### src/rtl/vt52_pkg.sv
// vt52_pkg
// Shared definitions for the VT52 screen controller and the video generator:
// screen geometry, control codes, escape command letters, controller state
// and erase-mode enums, the screen RAM address map and the hardware-scroll
// row translation.
package vt52_pkg;

    localparam int COLS = 80;
    localparam int ROWS = 24;
    localparam logic [6:0] LAST_COL = 7'(COLS - 1);
    localparam logic [4:0] LAST_ROW = 5'(ROWS - 1);

    localparam logic [6:0] CR  = 7'h0D;
    localparam logic [6:0] LF  = 7'h0A;
    localparam logic [6:0] BS  = 7'h08;
    localparam logic [6:0] ESC = 7'h1B;

    localparam logic [6:0] FIRST_PRINT = 7'h20;
    localparam logic [6:0] LAST_PRINT  = 7'h7E;

    localparam logic [6:0] ESC_UP    = 7'h41;
    localparam logic [6:0] ESC_DOWN  = 7'h42;
    localparam logic [6:0] ESC_RIGHT = 7'h43;
    localparam logic [6:0] ESC_LEFT  = 7'h44;
    localparam logic [6:0] ESC_HOME  = 7'h48;
    localparam logic [6:0] ESC_EOS   = 7'h4A;
    localparam logic [6:0] ESC_EOL   = 7'h4B;
    localparam logic [6:0] ESC_POS   = 7'h59;

    typedef enum logic [2:0] {
        ST_IDLE,
        ST_ESC,
        ST_ESCY_ROW,
        ST_ESCY_COL,
        ST_CLEAR
    } state_t;

    typedef enum logic [1:0] {
        ERASE_EOL,
        ERASE_EOS,
        ERASE_SCROLL
    } erase_mode_t;

    // Columns 64..79 do not fit the 6-bit column field, so they are folded
    // into the unused row codes 24..31 of the same RAM half.
    function automatic logic [10:0] vt52_addr(input logic [6:0] x, input logic [4:0] y);
        logic outside;
        outside = (y[4] & y[3]) | x[6];
        if (outside)
            return {y[0], 2'b11, y[2:1], y[4:3], x[3:0]};
        return {y[0], y[4:1], x[5:0]};
    endfunction

    // Logical row to physical row under the scroll pointer; the sum never
    // exceeds 46, so one conditional subtract replaces a modulo.
    function automatic logic [4:0] phys_row(input logic [4:0] top, input logic [4:0] row);
        logic [5:0] sum;
        sum = {1'b0, top} + {1'b0, row};
        if (sum >= 6'd24)
            sum = sum - 6'd24;
        return sum[4:0];
    endfunction

endpackage

### src/rtl/vt52_clear_engine.sv
// vt52_clear_engine
// Walks the screen one cell per step from (x0, row0) to column 79 of the end
// row, producing the RAM address of the current cell.
// Ports:
//   clock, reset     clock and asynchronous active-high reset
//   start            load the start cell and end row from x0/row0/mode
//   step             advance one cell (asserted while the controller erases)
//   x0, row0         first cell, logical row
//   mode             erase mode; EOS runs to row 23, others stop at row0
//   topline          scroll pointer used to translate the logical row
//   done             current cell is the last one of the erase
//   wr_addr          RAM address of the current cell
module vt52_clear_engine
    import vt52_pkg::*;
(
    input  logic        clock,
    input  logic        reset,
    input  logic        start,
    input  logic        step,
    input  logic [6:0]  x0,
    input  logic [4:0]  row0,
    input  logic [1:0]  mode,
    input  logic [4:0]  topline,
    output logic        done,
    output logic [10:0] wr_addr
);

    logic [6:0] clr_x;
    logic [4:0] clr_row;
    logic [4:0] end_row;

    // Reset leaves the counters set up for a full-screen erase so the
    // power-up clear needs no separate start pulse.
    always_ff @(posedge clock or posedge reset) begin
        if (reset) begin
            clr_x   <= '0;
            clr_row <= '0;
            end_row <= LAST_ROW;
        end else if (start) begin
            clr_x   <= x0;
            clr_row <= row0;
            end_row <= (mode == ERASE_EOS) ? LAST_ROW : row0;
        end else if (step) begin
            if (clr_x == LAST_COL) begin
                clr_x   <= '0;
                clr_row <= clr_row + 5'd1;
            end else begin
                clr_x <= clr_x + 7'd1;
            end
        end
    end

    assign done    = (clr_x == LAST_COL) && (clr_row == end_row);
    assign wr_addr = vt52_addr(clr_x, phys_row(topline, clr_row));

endmodule

### src/rtl/vt52_screen_ctrl.sv
// vt52_screen_ctrl
// Interprets the incoming character stream (printables, CR/LF/BS, VT52
// escape sequences), owns the cursor and the scroll pointer, and sequences
// every write into the 80x24 screen RAM, including scroll and erase fills.
// Ports:
//   clock, reset         clock and asynchronous active-high reset
//   char_in/char_valid   character stream; accepted when char_ready is high
//   char_ready, busy     ready to accept / erase in progress (complements)
//   curX, curY           cursor column and physical row for the video side
//   topline              physical row displayed at the top of the screen
//   mem_we/addr/wdata    registered screen RAM write port
module vt52_screen_ctrl
    import vt52_pkg::*;
#(
    parameter bit         CLEAR_ON_RESET = 1'b1,
    parameter logic [6:0] BLANK          = 7'h20
)(
    input  logic        clock,
    input  logic        reset,
    input  logic [6:0]  char_in,
    input  logic        char_valid,
    output logic        char_ready,
    output logic [6:0]  curX,
    output logic [4:0]  curY,
    output logic [4:0]  topline,
    output logic        mem_we,
    output logic [10:0] mem_addr,
    output logic [6:0]  mem_wdata,
    output logic        busy
);

    state_t      state, state_n;
    logic [6:0]  cur_x, cur_x_n;
    logic [4:0]  cur_row, cur_row_n;
    logic [4:0]  topline_n;
    logic [6:0]  esc_row, esc_row_n;
    logic        we_n;
    logic [10:0] addr_n;
    logic [6:0]  wdata_n;
    logic [6:0]  esc_arg;
    logic [4:0]  cur_phys;
    logic        accept;

    logic        clr_start;
    logic [6:0]  clr_x0;
    logic [4:0]  clr_row0;
    erase_mode_t clr_mode;
    logic        clr_done;
    logic [10:0] clr_addr;

    assign char_ready = (state != ST_CLEAR);
    assign busy       = ~char_ready;
    assign accept     = char_valid && char_ready;
    assign cur_phys   = phys_row(topline, cur_row);
    assign curX       = cur_x;
    assign curY       = cur_phys;

    vt52_clear_engine u_clear (
        .clock   (clock),
        .reset   (reset),
        .start   (clr_start),
        .step    (state == ST_CLEAR),
        .x0      (clr_x0),
        .row0    (clr_row0),
        .mode    (clr_mode),
        .topline (topline),
        .done    (clr_done),
        .wr_addr (clr_addr)
    );

    // Next-state, cursor and write-port logic. Cursor moves happen on the
    // acceptance edge; the write they cause is registered on the same edge
    // so it shows up in the following cycle.
    always_comb begin
        state_n   = state;
        cur_x_n   = cur_x;
        cur_row_n = cur_row;
        topline_n = topline;
        esc_row_n = esc_row;
        we_n      = 1'b0;
        addr_n    = mem_addr;
        wdata_n   = mem_wdata;
        clr_start = 1'b0;
        clr_x0    = cur_x;
        clr_row0  = cur_row;
        clr_mode  = ERASE_EOL;
        esc_arg   = char_in - FIRST_PRINT;

        case (state)
            ST_CLEAR: begin
                we_n    = 1'b1;
                addr_n  = clr_addr;
                wdata_n = BLANK;
                if (clr_done)
                    state_n = ST_IDLE;
            end

            ST_IDLE: if (accept) begin
                if (char_in >= FIRST_PRINT && char_in <= LAST_PRINT) begin
                    we_n    = 1'b1;
                    addr_n  = vt52_addr(cur_x, cur_phys);
                    wdata_n = char_in;
                    if (cur_x != LAST_COL)
                        cur_x_n = cur_x + 7'd1;
                end else begin
                    case (char_in)
                        CR: cur_x_n = '0;
                        BS: if (cur_x != '0) cur_x_n = cur_x - 7'd1;
                        LF: begin
                            if (cur_row != LAST_ROW) begin
                                cur_row_n = cur_row + 5'd1;
                            end else begin
                                // Advancing topline turns the old top row
                                // into logical row 23, which is then blanked.
                                topline_n = (topline == LAST_ROW) ? 5'd0 : topline + 5'd1;
                                clr_start = 1'b1;
                                clr_x0    = '0;
                                clr_row0  = LAST_ROW;
                                clr_mode  = ERASE_SCROLL;
                                state_n   = ST_CLEAR;
                            end
                        end
                        ESC:     state_n = ST_ESC;
                        default: ;
                    endcase
                end
            end

            ST_ESC: if (accept) begin
                state_n = ST_IDLE;
                case (char_in)
                    ESC_UP:    if (cur_row != '0) cur_row_n = cur_row - 5'd1;
                    ESC_DOWN:  if (cur_row != LAST_ROW) cur_row_n = cur_row + 5'd1;
                    ESC_RIGHT: if (cur_x != LAST_COL) cur_x_n = cur_x + 7'd1;
                    ESC_LEFT:  if (cur_x != '0) cur_x_n = cur_x - 7'd1;
                    ESC_HOME: begin
                        cur_x_n   = '0;
                        cur_row_n = '0;
                    end
                    ESC_EOL: begin
                        clr_start = 1'b1;
                        clr_mode  = ERASE_EOL;
                        state_n   = ST_CLEAR;
                    end
                    ESC_EOS: begin
                        clr_start = 1'b1;
                        clr_mode  = ERASE_EOS;
                        state_n   = ST_CLEAR;
                    end
                    ESC_POS: state_n = ST_ESCY_ROW;
                    default: ;
                endcase
            end

            ST_ESCY_ROW: if (accept) begin
                esc_row_n = esc_arg;
                state_n   = ST_ESCY_COL;
            end

            // Out-of-range coordinates (including control codes, which wrap
            // to large values) leave that coordinate untouched.
            ST_ESCY_COL: if (accept) begin
                state_n = ST_IDLE;
                if (esc_row <= {2'b00, LAST_ROW})
                    cur_row_n = esc_row[4:0];
                if (esc_arg <= LAST_COL)
                    cur_x_n = esc_arg;
            end

            default: state_n = ST_IDLE;
        endcase
    end

    // State and output registers; reset optionally starts the full-screen
    // erase so the RAM is blank before the first character.
    always_ff @(posedge clock or posedge reset) begin
        if (reset) begin
            state     <= CLEAR_ON_RESET ? ST_CLEAR : ST_IDLE;
            cur_x     <= '0;
            cur_row   <= '0;
            topline   <= '0;
            esc_row   <= '0;
            mem_we    <= 1'b0;
            mem_addr  <= '0;
            mem_wdata <= '0;
        end else begin
            state     <= state_n;
            cur_x     <= cur_x_n;
            cur_row   <= cur_row_n;
            topline   <= topline_n;
            esc_row   <= esc_row_n;
            mem_we    <= we_n;
            mem_addr  <= addr_n;
            mem_wdata <= wdata_n;
        end
    end

endmodule

### config.mk
export PLATFORM = sky130hd
export DESIGN_NAME = vt52_screen_ctrl
export DESIGN_NICKNAME = d
export VERILOG_FILES = /design/src/rtl/vt52_pkg.sv /design/src/rtl/vt52_clear_engine.sv /design/src/rtl/vt52_screen_ctrl.sv
export SDC_FILE = /design/constraint.sdc
export NUM_CORES = 1
export LEC_CHECK = 0
export ABC_AREA = 0
export BUFFER_PORTS_ARGS = -buffer_cell sky130_fd_sc_hd__buf_2
export CAP_MARGIN = 20
export CORE_ASPECT_RATIO = 0.8
export CORE_UTILIZATION = 45
export DETAILED_ROUTE_END_ITERATION = 7
export PLACE_DENSITY = 0.6
export SLEW_MARGIN = 30
export SYNTH_ARGS = -nofsm -noshare
export SYNTH_HDL_FRONTEND = slang
export SYNTH_HIERARCHICAL = 1
export SYNTH_SLANG_ARGS = --single-unit
### constraint.sdc
create_clock -name clock -period 3.1 [get_ports clock]
set_input_delay 0.31 -clock clock [delete_from_list [all_inputs] [get_ports clock]]
set_output_delay 0.31 -clock clock [all_outputs]
set_load 0.03 [all_outputs]
==> impl_metrics.yaml <==
run_status:
  outcome: "complete, no violations"
synthesis:
  yosys.area.top_type: "dfrtp_1"
  yosys.cell_types.count: 76
  synth.yosys.seq_area_share: 0.3267
  ys.warnings.count: 6
  synth-seq-cells: 63
  synth_nets: 606
  syn-instance-count: 570
  netlist.area_leader.share: 0.2996
  synth.avg_cell_area_sq_um: 8.499
  synth_ff_type: "dfrtp_1"
  synth_area_leaders: "dfrtp_1 30%, ha_1 6.2%, o21ai_0 5.0%, nand2_1 4.6%, nor2_1 3.3%"
  synth_edf_count: 0
  synth_area_sq_um: 4845
  async_flop_share: 1.000
setup_path:
  worstRegToRegCells: 11
  cp.arrival_ns: 2.63
  r2r-start: "u_clear/clr_x[0]$_DFFE_PP0P_"
  crit_end: "curY[4]"
  cp_max_fo: 6
  critical_path_class: "reg -> out"
  r2r_end: "u_clear/clr_row[3]$_DFFE_PP0P_"
  worstSetupStartpointType: "flip-flop"
  end_kind: "output pin"
  startpoint: "topline[0]$_DFFE_PP0P_"
  crit_required_ns: 2.79
  r2r_slack_ns: 0.27
pwr:
  leakagePower_uw: 0.002419
  power_density_nw_per_um2: 1055
  irDropWorstVdd_mv: 0.4570
finish:
  synthToLayoutAreaGrowth_pct: 13.77
  fillCellCount: 949
  register_area_sq_um: 1583
  final_nets: 636
  design_area_sq_um: 5512
  multi_input_area_sq_um: 3005
  drive_gt1_frac: 0.1738
  num_antenna_cells: 0
floorplanning:
  initial_utilization: 0.4675
  die_area_sq_um: 11190
  core_sq_um: 10360
  rows: 33
  die_x_um: 118.0
  pin_count: 48
  die_h_um: 94.81
global_route:
  grt_max_degree: 47
  grtUsageTotal: 0.2524
  gr-total-overflow: 0
  grt_pass1_vias: 4151
  antenna_found_initial: 0
  grt_first_pass_wirelength_um: 21940
clocking:
  htreeDepth: 3
  cts_sinks: 63
  insertion_delay_ns: 0.33
  cts_buffers: 9
  cts_buffer_depth: 2
  clkTransAtPathRegs_ns: 0.05
  ctsHoldBuffers: 0
  cts_tree: "done"
  root_buffer: "clkbuf_16"
detailed_routing:
  initialDrtViolationCount: 366
  via_count: 4509
  wl_um: 13410
  dr.pass1.iters: 5
  viasPerCell: 6.060
  wl_per_cell_um: 18.02
  ant_nets: 0
  drc: 0
timing:
  fin_skew_ns: 0.003642
  drv_slew: 0
  worst_slack_ns: 0.1561
  setup_viol: 0
  hold_viol: 0
  max_freq_mhz: 339.7
  rsz0062_at_grt: "false"
  fin_setup_tns_ns: 0
  relSlewSlack: 0.5324
  finalCriticalPeriod_ns: 2.944
  tightest_slew_ns: 0.6992
  finalCritPeriodShare: 0.9497
place:
  placed_area_sq_um: 5194
  dp_slack_ns: 0.3157
  gp_congestion: 0.9270
  port_buffers: 47
  dp_hpwl_um: 9746
hold_path:
  hold_path.class: "in -> async"
flow_run:
  cap_viol_max_count: 0
## Yosys cell counts, types with 3 or more instances
library cell and n:
nand4b_1 4, o31ai_1 8, o41ai_1 3, nand3_1 18
o22ai_1 4, nor2_1 42, dfrtp_1 58, a21oi_1 30
and2_1 3, a32oi_1 5, nor4_1 4, nand2_1 60
nand4_1 13, buf_4 5, o21ai_0 48, clkbuf_1 26
dfstp_2 5, buf_2 7, a21o_1 6, a22o_1 8
nor2b_1 11, mux2_2 6, nand2b_1 13, o221ai_1 5
nor3b_1 3, ha_1 24, a211oi_1 5, mux2i_1 12
xor2_1 11, o211ai_1 3, and3_1 6, inv_1 23
a31oi_1 3, a22oi_1 3, or2_2 4, nor3_1 16
xnor2_1 14
## stage by stage
step	instances	total power, uW	utilization	hold slack [ns]
finish	744	5817	0.5318	0.03745
global route	744	6222	0.5318	0.1209
CTS	744	5813	0.5313	0.07552
detailed placement	729	4708	0.5011	0.4295
global placement	729	4656	0.5009	0.4583
floorplan	570	3891	-	0.2332
## final cells by class
type	count	share of cell area
Clock buffer	11	0.04404
Clock inverter	4	0.01271
Inverter	24	0.01680
Multi-Input combinational cell	444	0.5453
Sequential cell	63	0.2872
Tap cell	140	0.03178
Timing Repair Buffer	58	0.06220
## worst min-delay path by stage
stage | from | end | slack, ns | depth (start not counted)
finish | reset | mem_addr[3]$_DFFE_PP0P_ | 0.04 | 2
detailed placement | reset | mem_addr[3]$_DFFE_PP0P_ | 0.43 | 2
global route | reset | mem_addr[3]$_DFFE_PP0P_ | 0.12 | 2
CTS | reset | mem_addr[3]$_DFFE_PP0P_ | 0.08 | 2
floorplan | reset | u_clear/clr_row[0]$_DFFE_PP0P_ | 0.23 | 1
global placement | reset | u_clear/clr_x[2]$_DFFE_PP0P_ | 0.46 | 2
## registers in the layout, indices dropped and copies added, names as in the netlist
register,flops
curX,7
cur_row,5
esc_row,7
mem_addr,11
mem_wdata,7
mem_we,1
state,3
topline,5
u_clear/clr_row,5
u_clear/clr_x,7
u_clear/end_row,5
## worst max-delay path: stages (launching register included)
cell and delay (ns):
dfrtp_1 0.44, ha_1 0.28, fa_1 0.47, a211oi_2 0.29, xnor2_1 0.10, mux4_2 0.52, buf_2 0.20
## kinds of logic (layout without fill, tap and decap cells)
family / count (synthesis) / after routing / synth area share
XOR/XNOR: 26 / 26 / 0.04984
AO/OA/AOI/OAI: 160 / 160 / 0.2224
AND/OR/NAND/NOR: 213 / 213 / 0.2314
adder cells (fa/ha/maj): 26 / 26 / 0.07025
buffers and inverters: 63 / 97 / 0.05604
multiplexers: 19 / 19 / 0.04339
flip-flops: 63 / 63 / 0.3267
## routing by layer
layer | share of wire | GRT usage | vias up | wire length, um
li1 | - | - | 2147 | -
met1 | 0.48 | 0.3536 | 2186 | 6376
met2 | 0.45 | 0.3956 | 165 | 6090
met3 | 0.061 | 0.05012 | 11 | 816
met4 | 0.0092 | 0.07051 | 0 | 123
met5 | 0 | 0 | - | 0
## timing repair
item | in CTS | in global routing
gates resized for setup | 0 | 1
buffers inserted | 0 | 0
setup endpoints to repair | 0 | 1
## power by group
| part | total [uW] | leakage (uW) | internal, uW | switching, uW |
|---|---|---|---|---|
| Clock | 1080 | 0.000155 | 718 | 363 |
| Combinational | 3060 | 0.00149 | 1200 | 1870 |
| Sequential | 1670 | 0.000777 | 1200 | 478 |
## layout by cell type (no fill, tap or decap), types with 6 or more instances in the layout
cell type | netlist | layout
nand3_1 | 18 | 18
a22o_1 | 8 | 8
ha_1 | 24 | 24
o31ai_1 | 8 | 8
xnor2_1 | 14 | 14
nor2_1 | 42 | 42
o21ai_0 | 48 | 48
mux2i_1 | 12 | 12
and3_1 | 6 | 6
a21oi_1 | 30 | 30
nor2b_1 | 11 | 11
clkbuf_16 | 0 | 9
mux2_2 | 6 | 6
nor3_1 | 16 | 16
nand2_1 | 60 | 60
a21o_1 | 6 | 6
dfrtp_1 | 58 | 58
inv_1 | 23 | 22
buf_2 | 7 | 47
nand2b_1 | 13 | 13
buf_4 | 5 | 9
xor2_1 | 11 | 11
nand4_1 | 13 | 13
(Power assumes the default switching activity.)
